==> src/rtl/bscan_user_dr_if.sv <==
// BSCANE2 user-chain signal bundle: TAP-side strobes and serial data in, serial data out.
interface bscan_user_dr_if;
  logic ir_is_user;
  logic capture_dr;
  logic shift_dr;
  logic update_dr;
  logic tdi;
  logic tdo;

  modport master (
    output ir_is_user, capture_dr, shift_dr, update_dr, tdi,
    input  tdo
  );

  modport slave (
    input  ir_is_user, capture_dr, shift_dr, update_dr, tdi,
    output tdo
  );
endinterface

==> src/rtl/bscan_user_dr.sv <==
// JTAG USER data-register endpoint: framed DR scans write a small register bank,
// the next capture returns the last-addressed register, wrong-length frames flag a sticky error.
module bscan_user_dr #(
  parameter int                    DATA_WIDTH = 32,
  parameter int                    ADDR_WIDTH = 2,
  parameter int                    LOOPBACK   = 0,
  parameter logic [DATA_WIDTH-1:0] REG_RESET  = '0
) (
  input  logic                                   tck,
  input  logic                                   rst_n,
  bscan_user_dr_if.slave                         jtag,
  output logic [(2**ADDR_WIDTH)*DATA_WIDTH-1:0]  regs,
  output logic [(2**ADDR_WIDTH)-1:0]             wr_strobe,
  output logic                                   frame_err,
  output logic [15:0]                            frame_cnt
);

  localparam int NUM_REGS    = 2**ADDR_WIDTH;
  localparam int FRAME_WIDTH = 1 + ADDR_WIDTH + DATA_WIDTH;
  localparam int BCNT_W      = $clog2(FRAME_WIDTH + 2);

  localparam logic [BCNT_W-1:0] BCNT_FRAME = BCNT_W'(FRAME_WIDTH);
  localparam logic [BCNT_W-1:0] BCNT_SAT   = BCNT_W'(FRAME_WIDTH + 1);

  logic [NUM_REGS-1:0][DATA_WIDTH-1:0] regs_q, regs_d;
  logic [NUM_REGS-1:0]                 wr_strobe_q, wr_strobe_d;
  logic [FRAME_WIDTH-1:0]              sr_q, sr_d;
  logic [BCNT_W-1:0]                   bcnt_q, bcnt_d;
  logic [ADDR_WIDTH-1:0]               rd_addr_q, rd_addr_d;
  logic                                frame_err_q, frame_err_d;
  logic [15:0]                         frame_cnt_q, frame_cnt_d;

  logic [DATA_WIDTH-1:0] frame_data;
  logic [ADDR_WIDTH-1:0] frame_addr;
  logic                  frame_wr;

  assign frame_data = sr_q[DATA_WIDTH-1:0];
  assign frame_addr = sr_q[DATA_WIDTH +: ADDR_WIDTH];
  assign frame_wr   = sr_q[FRAME_WIDTH-1];

  // Capture outranks shift, which outranks update; nothing moves unless the USER IR is selected.
  always_comb begin
    regs_d      = regs_q;
    wr_strobe_d = '0;
    sr_d        = sr_q;
    bcnt_d      = bcnt_q;
    rd_addr_d   = rd_addr_q;
    frame_err_d = frame_err_q;
    frame_cnt_d = frame_cnt_q;

    if (jtag.ir_is_user) begin
      if (jtag.capture_dr) begin
        sr_d   = {frame_err_q, rd_addr_q, regs_q[rd_addr_q]};
        bcnt_d = '0;
      end else if (jtag.shift_dr) begin
        sr_d = {jtag.tdi, sr_q[FRAME_WIDTH-1:1]};
        if (bcnt_q != BCNT_SAT) begin
          bcnt_d = bcnt_q + 1'b1;
        end
      end else if (jtag.update_dr) begin
        // bcnt survives the update, so a repeated update re-applies the same frame.
        if (bcnt_q == BCNT_FRAME) begin
          rd_addr_d   = frame_addr;
          frame_err_d = 1'b0;
          frame_cnt_d = frame_cnt_q + 16'd1;
          if (frame_wr && (LOOPBACK == 0)) begin
            regs_d[frame_addr]      = frame_data;
            wr_strobe_d[frame_addr] = 1'b1;
          end
        end else begin
          frame_err_d = 1'b1;
        end
      end
    end
  end

  always_ff @(posedge tck) begin
    if (!rst_n) begin
      regs_q      <= {NUM_REGS{REG_RESET}};
      wr_strobe_q <= '0;
      sr_q        <= '0;
      bcnt_q      <= '0;
      rd_addr_q   <= '0;
      frame_err_q <= 1'b0;
      frame_cnt_q <= '0;
    end else begin
      regs_q      <= regs_d;
      wr_strobe_q <= wr_strobe_d;
      sr_q        <= sr_d;
      bcnt_q      <= bcnt_d;
      rd_addr_q   <= rd_addr_d;
      frame_err_q <= frame_err_d;
      frame_cnt_q <= frame_cnt_d;
    end
  end

  // TDO comes straight off the shift register so the TAP can sample it on the falling edge.
  assign jtag.tdo  = (LOOPBACK != 0) ? jtag.tdi : sr_q[0];
  assign regs      = regs_q;
  assign wr_strobe = wr_strobe_q;
  assign frame_err = frame_err_q;
  assign frame_cnt = frame_cnt_q;

endmodule

==> src/flat_wrapper.sv <==
// flat-port wrapper written by rule: the top's interface ports become plain ports
module bscan_user_dr_flat 
#(
  parameter int                    DATA_WIDTH = 32,
  parameter int                    ADDR_WIDTH = 2,
  parameter int                    LOOPBACK   = 0,
  parameter logic [DATA_WIDTH-1:0] REG_RESET  = '0
)
  (tck, rst_n, regs, wr_strobe, frame_err, frame_cnt, jtag_ir_is_user, jtag_capture_dr, jtag_shift_dr, jtag_update_dr, jtag_tdi, jtag_tdo);
  bscan_user_dr_if jtag_i ();
  input  logic tck;
  input  logic rst_n;
  output logic [(2**ADDR_WIDTH)*DATA_WIDTH-1:0] regs;
  output logic [(2**ADDR_WIDTH)-1:0] wr_strobe;
  output logic frame_err;
  output logic [15:0] frame_cnt;
  input wire logic [$bits(jtag_i.ir_is_user)-1:0] jtag_ir_is_user;
  input wire logic [$bits(jtag_i.capture_dr)-1:0] jtag_capture_dr;
  input wire logic [$bits(jtag_i.shift_dr)-1:0] jtag_shift_dr;
  input wire logic [$bits(jtag_i.update_dr)-1:0] jtag_update_dr;
  input wire logic [$bits(jtag_i.tdi)-1:0] jtag_tdi;
  output wire logic [$bits(jtag_i.tdo)-1:0] jtag_tdo;
  assign jtag_i.ir_is_user = jtag_ir_is_user;
  assign jtag_i.capture_dr = jtag_capture_dr;
  assign jtag_i.shift_dr = jtag_shift_dr;
  assign jtag_i.update_dr = jtag_update_dr;
  assign jtag_i.tdi = jtag_tdi;
  assign jtag_tdo = jtag_i.tdo;
  bscan_user_dr #(.DATA_WIDTH(DATA_WIDTH), .ADDR_WIDTH(ADDR_WIDTH), .LOOPBACK(LOOPBACK), .REG_RESET(REG_RESET)) u_core (.tck(tck), .rst_n(rst_n), .jtag(jtag_i), .regs(regs), .wr_strobe(wr_strobe), .frame_err(frame_err), .frame_cnt(frame_cnt));
endmodule
==> config.mk <==
export PLATFORM = sky130hd
export DESIGN_NAME = bscan_user_dr_flat
export DESIGN_NICKNAME = d
export VERILOG_FILES = /design/src/rtl/bscan_user_dr_if.sv /design/src/rtl/bscan_user_dr.sv /design/src/flat_wrapper.sv
export SDC_FILE = /design/constraint.sdc
export NUM_CORES = 1
export LEC_CHECK = 0
export CAP_MARGIN = 5
export CORE_MARGIN = 2
export CORE_UTILIZATION = 55
export CTS_CLUSTER_DIAMETER = 50
export DETAILED_ROUTE_END_ITERATION = 6
export HOLD_SLACK_MARGIN = 0.15
export PLACE_DENSITY = 0.84
export SYNTH_ARGS = -nofsm -noshare
export SYNTH_HDL_FRONTEND = slang
export SYNTH_SLANG_ARGS = --single-unit
export TNS_END_PERCENT = 30
==> constraint.sdc <==
create_clock -name tck -period 3.17 [get_ports tck]
set_input_delay 0.634 -clock tck [delete_from_list [all_inputs] [get_ports tck]]
set_output_delay 0.634 -clock tck [all_outputs]
set_load 0.05 [all_outputs]
==> summary.md <==
| Metric | Value |
|---|---|
| Status | `finished clean` |
| Vias/cell | `5.97` |
| Clock Path Buffers | `2` |
| Ant. Diodes | `0` |
| CP max stage cell | `clkdlybuf4s50_1` |
| Cell breakdown of the critical path | `clkdlybuf4s50_1` |
| TritonRoute pass-1 iters | `7` |
| Top delay family on crit path | `buffers and inverters` |
| HPWL after DPL | `13.3 mm` |
| Num CTS Buffers | `17` |
| Die area | `15,500 µm²` |
| Post-synthesis register bit count | `192` |
| WS Path Type | `flip-flop to primary output` |
| Synth Net Count | `924` |
| Xor and xnor area share after synthesis | `0.660%` |
| Simple logic cell fraction of the synthesized area | `18.0%` |
| Initial antenna violation count | `0` |
| Worst path max stage delay | `0.86 ns` |
| WP buf/inv | `1` |
| DRT iter0 DRCs | `878` |
| Worst VDD drop | `0.355 mV` |
| GR Layer Usage met2 | `44.7%` |
| WP data arrival | `1.75 ns` |
| Leakage | `3.44 nW` |
| CTS tree | `built` |
| Synth area leader | `dfxtp_1` |
| Largest family of logic cells by synthesized area | `simple AND/OR/NAND/NOR gates` |
| CP Max Fanout | `6` |
| Fin. Hold Viols | `0` |
| Adder-cell share of the synthesized area | `0.471%` |
| # clock sinks | `192` |
| Clk_skew | `0.0153 ns` |
| Seq/Total Area, Yosys | `48.2%` |
| Routed WL | `22.2 mm` |
| Clock transition at path regs | `0.07 ns` |
| Mean post-synth cell area | `8.72 µm²` |
| Worst-Margin Slew | `1.07 ns` |
| Layout cell share with drive strength beyond 1 | `8.86%` |
| Post-Syn Instances | `914` |
| Rows | `43` |
| Final hold slack | `0.469 ns` |
| Final min period | `2.39 ns` |
| Synth cell types | `43` |
| Final Cycle Share | `75.3%` |
| WP data required | `2.54 ns` |
| H-tree Lvls | `4` |
| Initial core utilization | `56.9%` |
| Setup crit end kind | `primary output` |
| Synth warnings | `0` |
| Final Max Slew Viols | `0` |
| Setup TNS Final | `0 ns` |
| Vias in the first global route | `6,715` |
| Overflow after GRT | `0` |
| Main area contributors after synthesis | `dfxtp_1 (48%), nand2_1 (12%), a21oi_1 (11%)` |
| Routability Congestion | `0.793` |
| Worst skew pair latency | `0.43 ns` |
| Hold Crit Class | `flip-flop to flip-flop` |
| Gr busiest metal | `met2` |
| I/O Pins | `157` |
| All-Layer GR Usage | `28.4%` |
| MaxCap Viol Count | `0` |
| Core area | `14,000 µm²` |
| Residual DRC | `0` |
| Setup bufs post-CTS | `0` |
| Wire length of the first global-routing pass | `35.8 mm` |
| RSZ-0062 raised after global routing | `false` |
| CTS root buf | `clkbuf_16` |
| Die height | `124 µm` |
| Nets | `1,047` |
| Post-CTS Resized | `0` |
| Slew HR | `28.8%` |
| M1 GR Usage | `38.2%` |
| Startpoint types | `flip-flop` |
| # setup viols final | `0` |
| Synth Area in Compound Gates | `14.8%` |
| Via count | `7,345` |
| CTS Hold Bufs | `0` |
| Area Growth Syn to Fin | `28.9%` |
| Wire length per cell | `18.1 µm` |
| Top cell type's share of synthesized area | `48.2%` |
| Port Buffers | `156` |
| Post-DRT Antenna Nets | `0` |
| Pin count of the biggest net entering global routing | `100` |
| Fmax | `419 MHz` |
| Die X-Extent | `124 µm` |
| Mapped Area | `7970 µm²` |
| Grt met3 use | `7.00%` |
| PD cells | `474 nW/µm²` |
| Mux cell area share after synthesis | `13.9%` |
-- metal layers --
layer	vias up	wire, µm	part of all wire [%]
met2	415	10600	48
met4	0	342	1.5
met5	-	0	0
li1	3400	-	-
met3	29	2160	9.7
met1	3501	9140	41
-- area by class of cell --
cell class                 instances  area (µm²)
clock buffer                      20         447
clock inverter                    12         158
fill                             995        3720
inverter                           5        21.3
multi-input combinational        643        3810
sequential                       192        3850
tap                              180         225
timing repair buffer             178        1760
-- worst paths after layout --
path                                       start                   end  slack (ns)  cells past startpoint
worst max-delay path              u_core.sr_q[0]              jtag_tdo        0.78                      1
worst min-delay path             u_core.regs[48]       u_core.regs[48]        0.47                      2
worst max register to register  u_core.bcnt_q[3]  u_core.frame_cnt[13]        1.07                      4
worst min register to register   u_core.regs[48]       u_core.regs[48]        0.47                      2
-- kinds of logic after synthesis --
family | after synthesis
buf+inv | 79
simple gates | 335
mux | 71
xor+xnor | 6
flops | 192
fa+ha+maj | 3
compound gates | 228
-- cell usage in the layout, fill, tap and decap left out, types with 3 or more instances in the layout --
cell	instances
ha_1	3
clkbuf_16	17
dfxtp_1	190
nand4_1	6
mux4_2	32
and4_1	6
inv_1	4
clkdlybuf4s50_1	155
or3_1	5
buf_4	19
bufinv_16	3
a211oi_1	3
nand2_1	265
o21ai_0	42
a21oi_1	172
buf_12	3
o31ai_1	5
mux2i_1	39
xor2_1	4
nor2_1	19
nand3_1	9
clkinv_2	3
or4_1	8
-- synth_stat cells (all sizes together) --
cell type and number:
a211oi 3, a21oi 172, a31oi 1, and2 1, and3 2, and3b 2
and4 6, buf 9, clkbuf 65, dfxtp 192, ha 3, inv 5
mux2i 39, mux4 32, nand2 265, nand2b 1, nand3 9, nand3b 1
nand4 6, nand4bb 1, nor2 19, nor2b 2, nor3b 2, nor4bb 1
o211a 1, o211ai 1, o21a 1, o21ai 43, o31ai 5, o41ai 1
or3 6, or3b 1, or4 9, or4b 1, xnor2 2, xor2 4
-- registers in the layout, summed over array words and instances (netlist names) --
register          cells
u_core.frame_err      1
u_core.sr_q          35
u_core.wr_strobe      4
u_core.rd_addr_q      2
u_core.frame_cnt     16
u_core.regs         128
u_core.bcnt_q         6
-- per-stage QoR --
step	instances	total power [mW]	instance area (µm²)	worst slack (ns)	utilization, %
2_1_floorplan	914	2.65	7970	0.902	-
3_3_place_gp	1198	2.70	9670	0.516	69.1
3_5_place_dp	1198	2.70	9670	0.498	69.1
4_1_cts	1230	4.88	10300	0.779	73.4
5_1_grt	1230	5.02	10300	0.738	73.4
6_report	1230	4.87	10300	0.782	73.4
-- power breakdown --
group          total (mW)  internal, mW  leakage [nW]  switching, mW
clock                2.22          1.27         0.293          0.948
sequential           2.49          2.44          1.55         0.0498
combinational       0.160        0.0555          1.59          0.105
Note: power is estimated with default switching activity, not from simulation.
